**src/rtl/riscboy_ppu_palette_loader.sv**
```systemverilog
// ----------------------------------------------------------------------------
// riscboy_ppu_palette_loader
//
// Purpose:
//   This block owns the palette RAM write port of the palette mapper. Two
//   requesters share that one port:
//     - CPU register writes. Each one writes a single entry. The CPU path has
//       no backpressure and always wins the port.
//     - A burst loader. It takes a (base, count) command, then streams count
//       entries from a valid/ready source into consecutive palette indices.
//       The index wraps modulo the palette depth.
//   The write port is registered. A request accepted in cycle N appears on
//   pram_* in cycle N+1. A write is never dropped or duplicated.
//
// Ports:
//   clk, rst_n              clock, asynchronous active-low reset
//   cmd_vld/cmd_rdy         burst command handshake (cmd_rdy = idle)
//   cmd_base, cmd_count     first index, number of entries (0..depth)
//   abort                   cancels a running burst (ignored when idle)
//   src_vld/src_rdy         burst data handshake
//   src_data                burst palette entry
//   cpu_wen/cpu_waddr/      CPU single-entry write
//   cpu_wdata
//   busy                    burst in progress
//   done                    one-cycle pulse when a burst completes normally
//   pram_waddr/pram_wdata/  registered write port toward the palette mapper
//   pram_wen
// ----------------------------------------------------------------------------
module riscboy_ppu_palette_loader #(
  parameter int W_PIXDATA     = 16,
  parameter int W_PALETTE_IDX = 8
) (
  input  logic                     clk,
  input  logic                     rst_n,

  input  logic                     cmd_vld,
  output logic                     cmd_rdy,
  input  logic [W_PALETTE_IDX-1:0] cmd_base,
  input  logic [W_PALETTE_IDX:0]   cmd_count,
  input  logic                     abort,

  input  logic                     src_vld,
  output logic                     src_rdy,
  input  logic [W_PIXDATA-1:0]     src_data,

  input  logic                     cpu_wen,
  input  logic [W_PALETTE_IDX-1:0] cpu_waddr,
  input  logic [W_PIXDATA-1:0]     cpu_wdata,

  output logic                     busy,
  output logic                     done,

  output logic [W_PALETTE_IDX-1:0] pram_waddr,
  output logic [W_PIXDATA-1:0]     pram_wdata,
  output logic                     pram_wen
);

  typedef enum logic {
    S_IDLE = 1'b0,
    S_RUN  = 1'b1
  } state_t;

  state_t                   r_state;
  logic [W_PALETTE_IDX-1:0] r_ptr;
  logic [W_PALETTE_IDX:0]   r_rem;
  logic                     r_done;
  logic                     r_wen;
  logic [W_PALETTE_IDX-1:0] r_waddr;
  logic [W_PIXDATA-1:0]     r_wdata;

  logic w_idle;
  logic w_run;
  logic w_cmd_acc;
  logic w_cmd_zero;
  logic w_src_rdy;
  logic w_beat;
  logic w_last;

  // --------------------------------------------------------------------------
  // Handshake decode (combinational)
  // --------------------------------------------------------------------------
  assign w_idle     = (r_state == S_IDLE);
  assign w_run      = (r_state == S_RUN);
  assign w_cmd_acc  = cmd_vld && w_idle;
  assign w_cmd_zero = (cmd_count == '0);
  // The CPU owns the port in any cycle where it writes. An abort cycle
  // consumes no beat either, so the source is held off in both cases.
  assign w_src_rdy  = w_run && !cpu_wen && !abort;
  assign w_beat     = src_vld && w_src_rdy;
  assign w_last     = (r_rem == (W_PALETTE_IDX+1)'(1));

  assign cmd_rdy    = w_idle;
  assign busy       = w_run;
  assign src_rdy    = w_src_rdy;
  assign done       = r_done;
  assign pram_wen   = r_wen;
  assign pram_waddr = r_waddr;
  assign pram_wdata = r_wdata;

  // --------------------------------------------------------------------------
  // Registered write port + burst sequencer
  // --------------------------------------------------------------------------
  always_ff @(posedge clk or negedge rst_n) begin
    if (!rst_n) begin
      r_state <= S_IDLE;
      r_ptr   <= '0;
      r_rem   <= '0;
      r_done  <= 1'b0;
      r_wen   <= 1'b0;
      r_waddr <= '0;
      r_wdata <= '0;
    end else begin
      r_done <= 1'b0;
      r_wen  <= 1'b0;

      // The CPU write wins the port outright. w_beat already excludes
      // cpu_wen, so the two branches are mutually exclusive.
      if (cpu_wen) begin
        r_wen   <= 1'b1;
        r_waddr <= cpu_waddr;
        r_wdata <= cpu_wdata;
      end else if (w_beat) begin
        r_wen   <= 1'b1;
        r_waddr <= r_ptr;
        r_wdata <= src_data;
      end

      case (r_state)
        S_IDLE: begin
          // abort is ignored here, so a command offered alongside it still
          // starts. A zero-length command completes at once without entering
          // RUN.
          if (w_cmd_acc) begin
            r_ptr <= cmd_base;
            r_rem <= cmd_count;
            if (w_cmd_zero) begin
              r_done <= 1'b1;
            end else begin
              r_state <= S_RUN;
            end
          end
        end

        S_RUN: begin
          if (abort) begin
            r_state <= S_IDLE;
            r_rem   <= '0;
          end else if (w_beat) begin
            // The pointer is exactly index-wide, so incrementing past the
            // top index wraps to 0. A full-depth burst touches each entry once.
            r_ptr <= r_ptr + 1'b1;
            r_rem <= r_rem - 1'b1;
            if (w_last) begin
              r_state <= S_IDLE;
              r_done  <= 1'b1;
            end
          end
        end

        default: r_state <= S_IDLE;
      endcase
    end
  end

endmodule

```
**config.mk**
```make
export PLATFORM = sky130hd
export DESIGN_NAME = riscboy_ppu_palette_loader
export DESIGN_NICKNAME = d
export VERILOG_FILES = /design/src/rtl/riscboy_ppu_palette_loader.sv
export SDC_FILE = /design/constraint.sdc
export NUM_CORES = 1
export LEC_CHECK = 0
export ABC_CLOCK_PERIOD_IN_PS = 2250
export BUFFER_PORTS_ARGS = -buffer_cell sky130_fd_sc_hd__buf_4
export CORE_ASPECT_RATIO = 0.5
export CORE_MARGIN = 2
export CORE_UTILIZATION = 48
export CTS_CLUSTER_SIZE = 8
export DETAILED_ROUTE_END_ITERATION = 6
export PLACE_DENSITY = 0.8
export SKIP_CTS_REPAIR_TIMING = 1
export SLEW_MARGIN = 5
export SYNTH_ARGS = -nofsm -noshare
export SYNTH_HDL_FRONTEND = slang
export SYNTH_SLANG_ARGS = --single-unit
export TNS_END_PERCENT = 20
```
**constraint.sdc**
```tcl
create_clock -name clk -period 2.25 [get_ports clk]
set_input_delay 0.1125 -clock clk [delete_from_list [all_inputs] [get_ports clk]]
set_output_delay 0.1125 -clock clk [all_outputs]
set_load 0.1 [all_outputs]
```
==> results.md <==
* Outcome: completed
* CTS tree: yes
* # diodes at 0
* Hold Startpoint: cpu_wdata[6]
* Cells after synthesis at 243
* Final Cycle Share at 82.2%
* Fin. max-slew vios at 0
* Number of flops mapped to enable cells by yosys at 0
* Mean area per synthesized cell at 9.34 um^2
* Sequential area share after synthesis at 48.5%
* Worst-path clk slew at 0.09 ns
* Synth Register Bits at 44
* Setup skew after layout at 0.00539 ns
* Grt total ovfl at 0
* Achievable frequency at 541 MHz
* Largest cells by area after synthesis: dfrtp_1 49%, mux2i_1 8.8%, o21ai_0 7.3%
* WHS Path Cells at 3
* Final nets at 400
* Final Hold Fails at 0
* GP Congestion at 0.870
* Pre-antenna DRT Iters at 4
* CTS max path bufs at 2
* Vias per std cell at 5.51
* Netlist cell types at 39
* Drt first-iter violations at 95
* Die W at 101 um
* Critical Path Sink Type: register
* Worst slew margin at 54.7%
* Setup violators final at 0
* Crit path DAT at 2.02 ns
* Placed insts at 383
* Reg-to-reg endpoint: r_rem[8]
* Peak VDD IR at 411 uV
* Sink Count at 44
* Dpl hpwl at 4.43 mm
* First-pass GRT wire length at 9.29 mm
* Initial antenna violation count at 0
* Worst reg2reg startpoint: r_rem[0]
* Setup tns final at 0 ns
* Core area at 0.00447 mm^2
* Unrepaired setup endpoints after global routing: false
* Post-Layout Cell Count at 392
* CP max stage delay at 0.50 ns
* Routed vias at 2161
* All-Layer GR Usage at 22.7%
* Synth warn at 0
* Number of global-route vias before repair at 2007
* Area delta synth->final at 38.9%
* Filler instances at 346
* Synth area leader: dfrtp_1
* Max_cap viols at 0
* Worst hold slack at 0.00695 ns
* DP Area at 0.00302 mm^2
* Pwr dens at 863 mW/mm^2
* Overall power at 2.72 mW
* DRC errors left at 0
* Die H at 52.6 um
* Share of post-route cells with drive strength above 1 at 32.2%
* Top FF cell, synth: dfrtp_1
* H-Tree Depth at 2
* Hold Path Class: input pin to register
* Worst R2R Setup Slack at 0.40 ns
* Initial core utilization at 50.8%
* Clock root cell: clkbuf_8
* Kind of critical path: register to register
* Skew-Pair Late Insertion Delay at 0.30 ns
* Leakage at 1.47 nW
* WP data required at 2.42 ns
* Worst r2r path cells at 5
* Remaining antenna violation count at 0
* Largest net degree at the start of global routing at 50
* CP Cell Sequence: inv_1, ha_1, or3b_2, o311ai_0, o211ai_1
* IO Count at 92
* Hold Path Sink: pram_wdata[6]
* Fraction of registers with async set/reset at 100%
* Fin crit period at 1.85 ns
* Post-synthesis net count at 309
* Worst-margin pin slew at 0.672 ns
* Synth top area share at 48.5%
* Row count at 17
* TritonCTS buffer count at 5
* Slowest-stage cell, CP: or3b_2
* Crit-path max FO at 4
* Finished Cell Area at 0.00315 mm^2
* CP Launch Type: register
* Port bufs at 91
* Post-Route WL at 5.99 mm
* Routed len/inst at 15.3 um
* Die Area at 0.00533 mm^2
* Mapped Area at 0.00227 mm^2
[state kept, by name, summed over array words and instances, names as in the netlist]
| signal | flops |
|---|---|
| pram_wen | 1 |
| r_ptr | 8 |
| busy | 1 |
| r_rem | 9 |
| done | 1 |
| pram_waddr | 8 |
| pram_wdata | 16 |
[layout make-up]
cell class,count,area (um^2),share of cell area (%)
inverters,10,37.5,1.19
repair buffers,98,738,23.4
clock inverters,2,38.8,1.23
flip-flops and latches,44,1100,34.9
well taps,57,71.3,2.26
multi-input cells,175,1080,34.3
clock buffers,6,82.6,2.62
[Yosys cell counts, types with 5 or more instances]
master / n
dfrtp_1: 44
o21ai_0: 33
nand2_1: 32
mux2i_1: 20
nor2_1: 16
a21oi_1: 14
inv_1: 10
clkbuf_1: 7
a22oi_1: 5
buf_2: 5
nand2b_1: 5
[how the worst max path moves through the flow]
stage,from,to,slack [ns],cells after the start
final,r_rem[0],r_rem[8],0.40,5
after CTS,r_rem[0],r_rem[8],0.41,5
after global routing,r_rem[0],r_rem[8],0.31,5
after detailed placement,r_rem[0],r_rem[8],0.43,5
after floorplan,busy,r_rem[0],0.01,4
after global placement,r_rem[0],r_rem[8],0.55,5
[metrics by stage]
step	utilization, %	setup slack (ns)
2_1_floorplan	-	0.0111
3_3_place_gp	67.6	0.545
3_5_place_dp	67.6	0.435
4_1_cts	70.3	0.409
5_1_grt	70.6	0.311
6_report	70.6	0.400
[power by group]
group          switching [mW]  internal, mW
Combinational           0.694         0.320
Clock                   0.292         0.363
Sequential              0.125         0.926
[routing by layer]
| metal | up-vias | GRT usage [%] | wire length [um] |
|---|---|---|---|
| li1 | 1051 | - | - |
| met1 | 1023 | 29.0 | 2700 |
| met2 | 83 | 39.4 | 2920 |
| met3 | 4 | 5.20 | 338 |
| met4 | 0 | 6.08 | 42 |
| met5 | - | 0 | 0 |
[cells in the final DEF (no fill, tap or decap), types with 3 or more instances in the layout]
master,n
nand2_1,32
inv_1,10
a32oi_1,3
o21ai_0,33
nor3_1,3
buf_4,97
ha_1,3
nand2b_1,5
a22oi_1,5
nand4_1,3
dfrtp_1,44
nor2_1,15
clkbuf_8,6
a21oi_1,14
a31oi_1,3
mux2i_1,20
nor2b_1,3
[cell families after synthesis]
group           share of synthesized area (%)
flops                                    48.5
simple gates                             15.5
fa+ha+maj                                1.65
mux                                      8.82
xor+xnor                                0.772
compound gates                           20.2
buf+inv                                  4.58
[worst max-delay path, delay by kind of cell (launching register included)]
| kind | cells | cell delay, ns |
|---|---|---|
| and+or+nand+nor | 1 | 0.50 |
| DFF | 1 | 0.41 |
| buffers and inverters | 1 | 0.13 |
| AOI/OAI and AO/OA | 2 | 0.45 |
| adders and majority gates | 1 | 0.22 |
(Power assumes the default switching activity.)
